[config.mk]
export PLATFORM = sky130hd
export DESIGN_NAME = bf16_add_arbiter_flat
export DESIGN_NICKNAME = d
export VERILOG_FILES = /design/src/rtl/bf16_add_arbiter_if.sv /design/src/rtl/bf16_add_arbiter.sv /design/src/flat_wrapper.sv
export SDC_FILE = /design/constraint.sdc
export NUM_CORES = 1
export LEC_CHECK = 0
export CAP_MARGIN = 0
export CORE_UTILIZATION = 34
export DETAILED_ROUTE_END_ITERATION = 10
export GPL_ROUTABILITY_DRIVEN = 0
export PLACE_DENSITY_LB_ADDON = 0.3
export SETUP_SLACK_MARGIN = 0.5
export SYNTH_ARGS = -nofsm -noshare
export SYNTH_HDL_FRONTEND = slang
export SYNTH_SLANG_ARGS = --single-unit
export TNS_END_PERCENT = 50
[constraint.sdc]
create_clock -name clk -period 6.63 [get_ports clk]
set_clock_uncertainty 0.05 [all_clocks]
set_input_delay 1.989 -clock clk [delete_from_list [all_inputs] [get_ports clk]]
set_output_delay 1.989 -clock clk [all_outputs]
set_load 0.02 [all_outputs]
[src/rtl/bf16_add_arbiter_if.sv]
// Bus bundle between requesters, the shared bf16 adder and the result consumer.
// The slave modport is the arbiter's view; master is the surrounding datapath.
interface bf16_add_arbiter_if #(
  parameter int NUM_REQ = 4,
  parameter int ID_W    = 2
);
  logic [NUM_REQ-1:0]    req_vld;
  logic [NUM_REQ*16-1:0] req_a;
  logic [NUM_REQ*16-1:0] req_b;
  logic [NUM_REQ-1:0]    req_rdy;

  logic [15:0]           add_a;
  logic                  add_a_vld;
  logic [15:0]           add_b;
  logic                  add_b_vld;
  logic [15:0]           add_z;
  logic                  add_z_vld;

  logic                  res_vld;
  logic [15:0]           res_z;
  logic [ID_W-1:0]       res_id;
  logic                  res_rdy;

  modport slave (
    input  req_vld, req_a, req_b, add_z, add_z_vld, res_rdy,
    output req_rdy, add_a, add_a_vld, add_b, add_b_vld, res_vld, res_z, res_id
  );

  modport master (
    output req_vld, req_a, req_b, add_z, add_z_vld, res_rdy,
    input  req_rdy, add_a, add_a_vld, add_b, add_b_vld, res_vld, res_z, res_id
  );
endinterface

[src/rtl/bf16_add_arbiter.sv]
// Round-robin sharing of one combinational bf16 adder between NUM_REQ lanes,
// with a one-deep tagged result register and a saturating utilisation counter.
module bf16_add_arbiter #(
  parameter int NUM_REQ = 4,
  parameter int ID_W    = 2,
  parameter int CNT_W   = 16
) (
  input  logic               clk,
  input  logic               rst,
  bf16_add_arbiter_if.slave  bus,
  output logic [CNT_W-1:0]   op_cnt,
  output logic               err_zvld
);

  typedef enum logic {
    EMPTY = 1'b0,
    FULL  = 1'b1
  } state_t;

  state_t          state, state_nxt;
  logic [ID_W-1:0] rr_ptr;
  logic [ID_W-1:0] grant_idx;
  logic [ID_W-1:0] scan_idx;
  logic            grant_any;
  logic            can_issue;
  logic [15:0]     res_z;
  logic [ID_W-1:0] res_id;

  always_comb begin
    // NOTE: every signal gets a default before any branch, so no path can infer a latch.
    can_issue     = !rst && ((state == EMPTY) || bus.res_rdy);
    grant_any     = 1'b0;
    grant_idx     = '0;
    scan_idx      = '0;
    state_nxt     = state;
    bus.req_rdy   = '0;
    bus.add_a     = '0;
    bus.add_b     = '0;

    // Scan from rr_ptr upward with wrap; the first pending lane wins.
    for (int k = 0; k < NUM_REQ; k++) begin
      scan_idx = ID_W'((int'(rr_ptr) + k) % NUM_REQ);
      if (can_issue && !grant_any && bus.req_vld[scan_idx]) begin
        grant_any = 1'b1;
        grant_idx = scan_idx;
      end
    end

    for (int k = 0; k < NUM_REQ; k++) begin
      if (grant_any && (grant_idx == ID_W'(k))) begin
        bus.req_rdy[k] = 1'b1;
        bus.add_a      = bus.req_a[16*k +: 16];
        bus.add_b      = bus.req_b[16*k +: 16];
      end
    end

    // A grant refills the register even while it drains, so there is no bubble.
    if (grant_any) begin
      state_nxt = FULL;
    end else if ((state == FULL) && bus.res_rdy) begin
      state_nxt = EMPTY;
    end
  end

  assign bus.add_a_vld = grant_any;
  assign bus.add_b_vld = grant_any;

  always_ff @(posedge clk) begin
    // NOTE: state is updated with non-blocking assignments so every register
    // samples pre-edge values regardless of statement order.
    if (rst) begin
      state    <= EMPTY;
      rr_ptr   <= '0;
      res_z    <= '0;
      res_id   <= '0;
      op_cnt   <= '0;
      err_zvld <= 1'b0;
    end else begin
      state <= state_nxt;
      if (grant_any) begin
        res_z  <= bus.add_z;
        res_id <= grant_idx;
        rr_ptr <= (grant_idx == ID_W'(NUM_REQ - 1)) ? '0 : grant_idx + 1'b1;
        if (op_cnt != '1) begin
          op_cnt <= op_cnt + 1'b1;
        end
        // The sum is still captured; the flag only records the protocol slip.
        if (!bus.add_z_vld) begin
          err_zvld <= 1'b1;
        end
      end
    end
  end

  assign bus.res_vld = (state == FULL);
  assign bus.res_z   = res_z;
  assign bus.res_id  = res_id;

endmodule

[src/flat_wrapper.sv]
// flat-port wrapper written by rule: the top's interface ports become plain ports
module bf16_add_arbiter_flat 
#(
  parameter int NUM_REQ = 4,
  parameter int ID_W    = 2,
  parameter int CNT_W   = 16
)
  (clk, rst, op_cnt, err_zvld, bus_req_vld, bus_req_a, bus_req_b, bus_add_z, bus_add_z_vld, bus_res_rdy, bus_req_rdy, bus_add_a, bus_add_a_vld, bus_add_b, bus_add_b_vld, bus_res_vld, bus_res_z, bus_res_id);
  bf16_add_arbiter_if #(.NUM_REQ(NUM_REQ), .ID_W(ID_W)) bus_i ();
  input  logic clk;
  input  logic rst;
  output logic [CNT_W-1:0] op_cnt;
  output logic err_zvld;
  input wire logic [$bits(bus_i.req_vld)-1:0] bus_req_vld;
  input wire logic [$bits(bus_i.req_a)-1:0] bus_req_a;
  input wire logic [$bits(bus_i.req_b)-1:0] bus_req_b;
  input wire logic [$bits(bus_i.add_z)-1:0] bus_add_z;
  input wire logic [$bits(bus_i.add_z_vld)-1:0] bus_add_z_vld;
  input wire logic [$bits(bus_i.res_rdy)-1:0] bus_res_rdy;
  output wire logic [$bits(bus_i.req_rdy)-1:0] bus_req_rdy;
  output wire logic [$bits(bus_i.add_a)-1:0] bus_add_a;
  output wire logic [$bits(bus_i.add_a_vld)-1:0] bus_add_a_vld;
  output wire logic [$bits(bus_i.add_b)-1:0] bus_add_b;
  output wire logic [$bits(bus_i.add_b_vld)-1:0] bus_add_b_vld;
  output wire logic [$bits(bus_i.res_vld)-1:0] bus_res_vld;
  output wire logic [$bits(bus_i.res_z)-1:0] bus_res_z;
  output wire logic [$bits(bus_i.res_id)-1:0] bus_res_id;
  assign bus_i.req_vld = bus_req_vld;
  assign bus_i.req_a = bus_req_a;
  assign bus_i.req_b = bus_req_b;
  assign bus_i.add_z = bus_add_z;
  assign bus_i.add_z_vld = bus_add_z_vld;
  assign bus_i.res_rdy = bus_res_rdy;
  assign bus_req_rdy = bus_i.req_rdy;
  assign bus_add_a = bus_i.add_a;
  assign bus_add_a_vld = bus_i.add_a_vld;
  assign bus_add_b = bus_i.add_b;
  assign bus_add_b_vld = bus_i.add_b_vld;
  assign bus_res_vld = bus_i.res_vld;
  assign bus_res_z = bus_i.res_z;
  assign bus_res_id = bus_i.res_id;
  bf16_add_arbiter #(.NUM_REQ(NUM_REQ), .ID_W(ID_W), .CNT_W(CNT_W)) u_core (.clk(clk), .rst(rst), .bus(bus_i), .op_cnt(op_cnt), .err_zvld(err_zvld));
endmodule
After elaboration in Yosys (flattened, before gate mapping)
Index checks and enable logic that the tools add are counted.
{"block": "classes", "addsub": 5, "multipliers": 0, "div_mod_pow": 0, "magnitude_cmp": 4, "eq_ne": 4, "shifts": 0, "n_mux": 31, "bitwise_logic": 2, "n_reduce_logical": 22}
{"cell": "two-way mux 16 bit", "count": 8}
{"cell": "adder 16 x 1 -> 16 bit (second input constant)", "count": 1}
{"cell": "inequality test 16 bit (second input constant)", "count": 1}
{"cell": "two-way mux 1 bit", "count": 14}
{"cell": "logical AND 1 bit", "count": 13}
{"cell": "less-than comparator 2 x 3 -> 1 bit (second input constant)", "count": 4}
{"cell": "two-way mux 2 bit", "count": 5}
{"cell": "binary-select mux 1 bit (select 2 bit)", "count": 4}
{"cell": "adder 2 x 1 -> 2 bit (second input constant)", "count": 2}
{"cell": "adder 2 bit (second input constant)", "count": 2}
{"cell": "== test 2 bit (second input constant)", "count": 2}
{"cell": "logical NOT 1 bit", "count": 4}
{"cell": "AND reduction 2 bit", "count": 2}
{"cell": "== test 2 x 1 -> 1 bit (second input constant)", "count": 1}
{"cell": "logical NOT 2 bit", "count": 1}
{"cell": "NOT 1 bit", "count": 2}
{"cell": "nonzero test 2 bit", "count": 1}
{"cell": "logical OR 1 bit", "count": 1}
{"block": "word_totals", "ff_bits": 38, "latch_bits": 0, "mem_bits_rw": 0, "rom_bits": 0, "input_bits": 152, "wordCells": 74, "n_memories": 0}

Depth between registers and ports, before layout
{"block": "depth", "ltp_word": 23, "depth_mapped": 11, "mapped_depth_nobuf": 10}

Least setup slack after synthesis
No wires, ideal clock.
{"block": "synth_timing", "path_type": "input-to-output", "from": "input bus_req_vld[0]", "to": "output bus_add_a[0]", "arrival_time_ns": 4.058, "t_required_ns": 4.591, "path_slack_ns": 0.533, "stages": 11, "path_buffers": 1, "cell_sequence": "nand2b_1 > a21boi_0 > o221ai_1 > nand3_1 > inv_1 > ha_1 > clkinv_1 > nand2_1 > clkbuf_1 > o22ai_1 > nor3_1"}
{"block": "synth_via", "elab_chain_cells": 22, "word_cells_on_any_way": 38, "classes_between": "eq/ne (3); mux (20); reduce/logical (15)"}
{"item": "from (decl)", "line_no": "flat_wrapper.sv:14", "rtl": "input wire logic [$bits(bus_i.req_vld)-1:0] bus_req_vld;"}
{"item": "binary-select mux 1 bit (select 2 bit)", "line_no": "bf16_add_arbiter.sv:43", "rtl": "if (can_issue && !grant_any && bus.req_vld[scan_idx]) begin"}
{"item": "two-way mux 1 bit (implied by the code)", "line_no": "bf16_add_arbiter.sv:43"}
{"item": "logical AND 1 bit", "line_no": "bf16_add_arbiter.sv:43"}
{"item": "two-way mux 1 bit", "line_no": "bf16_add_arbiter.sv:43"}
{"item": "logical NOT 1 bit", "line_no": "bf16_add_arbiter.sv:43"}
{"item": "logical AND 1 bit (2 in series)", "line_no": "bf16_add_arbiter.sv:43"}
{"item": "two-way mux 1 bit", "line_no": "bf16_add_arbiter.sv:43"}
{"item": "logical NOT 1 bit", "line_no": "bf16_add_arbiter.sv:43"}
{"item": "[... 3 more ...]"}
{"item": "logical NOT 1 bit", "line_no": "bf16_add_arbiter.sv:43"}
{"item": "logical AND 1 bit (2 in series)", "line_no": "bf16_add_arbiter.sv:43"}
{"item": "two-way mux 2 bit *", "line_no": "bf16_add_arbiter.sv:43"}
{"item": "via u_core.grant_idx[0]", "line_no": "bf16_add_arbiter.sv:22", "rtl": "logic [ID_W-1:0] grant_idx;"}
{"item": "logical NOT 2 bit", "line_no": "bf16_add_arbiter.sv:50", "rtl": "if (grant_any && (grant_idx == ID_W'(k))) begin"}
{"item": "logical AND 1 bit", "line_no": "bf16_add_arbiter.sv:50"}
{"item": "two-way mux 16 bit (3 in series)", "line_no": "bf16_add_arbiter.sv:50"}
{"item": "two-way mux 16 bit *", "line_no": "bf16_add_arbiter.sv:50"}
{"item": "to (decl)", "line_no": "flat_wrapper.sv:21", "rtl": "output wire logic [$bits(bus_i.add_a)-1:0] bus_add_a;"}
The timed path passes the listed nets; every way through them passes the cells marked *. The select of a mux whose other input is x is not followed.

Worst setup path after layout
{"block": "layout_timing", "from": "input bus_req_vld[1]", "to": "register u_core.rr_ptr[0]"}
{"block": "layout_via", "elab_chain_cells": 18, "word_cells_on_any_way": 29, "classes_between": "add/sub (1); eq/ne (1); mux (17); reduce/logical (10)"}
{"item": "binary-select mux 1 bit (select 2 bit)", "line_no": "bf16_add_arbiter.sv:43"}
{"item": "two-way mux 1 bit (implied by the code)", "line_no": "bf16_add_arbiter.sv:43"}
{"item": "logical AND 1 bit", "line_no": "bf16_add_arbiter.sv:43"}
{"item": "two-way mux 1 bit", "line_no": "bf16_add_arbiter.sv:43"}
{"item": "logical NOT 1 bit", "line_no": "bf16_add_arbiter.sv:43"}
{"item": "logical AND 1 bit (2 in series)", "line_no": "bf16_add_arbiter.sv:43"}
{"item": "two-way mux 1 bit", "line_no": "bf16_add_arbiter.sv:43"}
{"item": "logical NOT 1 bit", "line_no": "bf16_add_arbiter.sv:43"}
{"item": "logical AND 1 bit (2 in series)", "line_no": "bf16_add_arbiter.sv:43"}
{"item": "two-way mux 1 bit", "line_no": "bf16_add_arbiter.sv:43"}
{"item": "logical NOT 1 bit", "line_no": "bf16_add_arbiter.sv:43"}
{"item": "logical AND 1 bit (2 in series)", "line_no": "bf16_add_arbiter.sv:43"}
{"item": "two-way mux 2 bit", "line_no": "bf16_add_arbiter.sv:43"}
{"item": "adder 2 x 1 -> 2 bit / == test 2 bit (equally long branches)", "line_no": "bf16_add_arbiter.sv:83", "rtl": "rr_ptr <= (grant_idx == ID_W'(NUM_REQ - 1)) ? '0 : grant_idx + 1'b1;"}
{"item": "two-way mux 2 bit", "line_no": "bf16_add_arbiter.sv:83"}
{"item": "to (signal assigned)", "line_no": "bf16_add_arbiter.sv:83"}
{"item": "to (decl)", "line_no": "bf16_add_arbiter.sv:21", "rtl": "logic [ID_W-1:0] rr_ptr;"}
Several ways; a longest one is shown, not always the timed one. The select of a mux whose other input is x is not followed.
A chain may end at the register's enable or synchronous reset.

==> out/metrics.yaml <==
route:
  dr_total_vias: 3830
  antenna_left: 0
  dr.pass1.iters: 5
  wl_um: 13310
  wire_per_inst_um: 19.04
  viasPerCell: 5.479
  drt_iter0_drc: 167
  drc: 0
worst_setup_path:
  slowest_stage: "a21boi_4"
  r2r_slack_ps: 1880
  cp_max_fo: 2
  timing.reg2reg.worst_path_depth: 34
  path_delay_family: "buffers and inverters"
  required_ps: 6810
  startpoint_type: "input pin"
  cpPeakStageDelay_ps: 170
  path_class: "input pin to flip-flop"
  cp.depth: 35
  path_buf_inv: 30
  end_kind: "flip-flop"
  cp_common_cell: "buf_4"
  crit_arrival_ps: 6260
logic_synthesis:
  syn_area_mm2: 0.002491
  synth_ff_type: "dfxtp_1"
  yosysUniqueCellTypes: 42
  synth.top_cell.area_share_pct: 30.54
  synth_top_area_cell: "dfxtp_1"
  async_flop_share_pct: 0
  yosysWarnings: 0
  netlist_instances: 336
  synthTopCellsByArea: "dfxtp_1 (31%), a221oi_1 (11%), o22ai_1 (8.0%), nor3_1 (7.2%), nand2_1 (6.5%)"
  seq_area_frac_synth_pct: 30.54
  synthTopCellsByCount: "nand2_1 (43), dfxtp_1 (38), nor3_1 (36), o22ai_1 (32), a221oi_1 (31)"
  yosysMostFrequentCell: "nand2_1"
  syn_area_per_cell_um2: 7.414
  synth_nets: 493
  synth_seq_cells: 38
  synth_enable_flop_cells: 0
power_and_ir_drop:
  peakVddDrop_mv: 0.1886
  powerDensity_mw_per_mm2: 157.3
  leakagePower_nw: 2.232
timing:
  layout_setup_ws_ps: 551.3
  setup_viol: 0
  hold_viol: 0
  finalSetupTns_ps: 0
  relSlewSlack_pct: 64.76
  finalCritPeriodShare_pct: 91.68
  timing.fmax_mhz: 164.5
  final_max_slew_viol_count: 0
  min_period_ps: 6079
  grt_setup_unrepaired: "yes"
  tightest_slew_ps: 524.3
global_route:
  gr-total-overflow: 0
  grt_pass1_vias: 3730
  antenna_found_initial: 0
  grt_max_degree: 42
  grt_pass1_wl_um: 18790
  grt_util_all_layers_pct: 31.82
floorplanning:
  rows: 30
  chipHeight_um: 87.60
  dieArea_mm2: 0.007673
  initial_core_util_pct: 35.87
  io_pins: 226
  core_mm2: 0.006944
  die_width_um: 87.60
worst_hold_path:
  worstHoldPathCells: 2
  hp-class: "flip-flop to flip-flop"
cts:
  cts_tree: "done"
  numCtsBuffers: 5
  holdBufCountCts: 0
  cts-root-buf: "clkbuf_8"
  clk_pin_slew_ps: 70
  clock_latency_ps: 290
  h-tree-depth: 2
  cts.sinks: 38
  clockBufferDepth: 2
placed_design:
  dp_worst_setup_slack_ps: -296.9
  io_buffers: 225
  dp_hpwl_um: 9021
finish:
  fillers: 440
  multiInputGateArea_mm2: 0.001838
  area_growth_pct: 125.7
  num-nets-final: 759
  ff_latch_area_um2: 760.7
  num_antenna_cells: 0
  drive_gt1_share_pct: 27.20
run_status:
  outcome: "completed"
run:
  cap_violations: 0
[kinds of logic after synthesis]
group / count (synthesis) / share of synthesized area, %
and+or+nand+nor: 135 / 26.07
xor gates and xnor gates: 12 / 4.219
AOI/OAI and AO/OA: 104 / 29.03
muxes: 2 / 0.8036
adders and majority gates: 5 / 2.511
buffers and inverters: 40 / 6.831
DFF: 38 / 30.54
[where the power goes]
part / leakage, nW / internal [mW] / switching [mW] / total [mW]
clock network: 0.0714 / 0.160 / 0.0805 / 0.241
registers: 0.310 / 0.238 / 0.00681 / 0.244
logic: 1.85 / 0.222 / 0.177 / 0.399
[per-stage QoR]
step / area [µm²] / util, % / instances / hold slack [ps] / power (mW)
6_report: 5622 / 80.96 / 699 / 405.8 / 0.8843
5_1_grt: 5622 / 80.96 / 699 / 429.3 / 0.9225
4_1_cts: 5430 / 78.20 / 694 / 405.8 / 0.8526
2_1_floorplan: 2491 / - / 336 / 420.8 / 0.3793
3_3_place_gp: 4977 / 71.68 / 655 / 390.4 / 0.5609
3_5_place_dp: 4977 / 71.68 / 655 / 396.2 / 0.5666
[flip-flops by register name, summed over array words and instances, names as in the netlist]
name	count
u_core.bus.res_vld	1
u_core.bus.res_z	16
u_core.op_cnt	16
u_core.err_zvld	1
u_core.bus.res_id	2
u_core.rr_ptr	2
[area by class of cell]
cell class                 count  share of cell area [%]
multi-input combinational    258                   32.70
clock buffer                   6                   1.469
tap                           96                   2.137
clock inverter                 2                   1.068
timing repair buffer         291                   48.56
inverter                       8                  0.5342
sequential                    38                   13.53
[routing by layer]
layer | vias up | global-route usage (%) | routed length, µm
li1 | 1792 | - | -
met1 | 1803 | 35.17 | 4902
met2 | 199 | 55.11 | 6560
met3 | 36 | 12.16 | 1397
met4 | 0 | 12.67 | 452
met5 | - | 0 | 0
[cell usage in the layout (no fill, tap or decap), types with 8 or more instances in the layout]
cell type | Yosys | layout
clkdlybuf4s50_1 | 0 | 184
a221oi_2 | 0 | 22
buf_6 | 1 | 8
buf_2 | 7 | 26
a21oi_1 | 23 | 22
o22ai_1 | 32 | 32
a221oi_1 | 31 | 8
nor2_1 | 23 | 21
nor3_1 | 36 | 32
buf_4 | 1 | 56
nand2_1 | 43 | 41
dfxtp_1 | 38 | 38
[what timing repair did]
action / in CTS / in global routing
cloned: 2 / 3
buffers inserted: 29 / 2
setup endpoints to repair: 38 / 39
hold endpoints to repair: 0 / 0
gates resized for setup: 215 / 40
pin swaps: 3 / 6
[worst paths after layout]
check	to	start
min	u_core.bus.res_z[2]	u_core.bus.res_z[2]
max	u_core.rr_ptr[0]	bus_req_vld[1]
min reg2reg	u_core.bus.res_z[2]	u_core.bus.res_z[2]
max reg2reg	u_core.rr_ptr[0]	u_core.rr_ptr[1]
[tightest hold or removal path, stage by stage, from the launching register on]
cell     delay [ps]
dfxtp_1         310
nand2_1          50
a21oi_1          50
(Power assumes the default switching activity.)
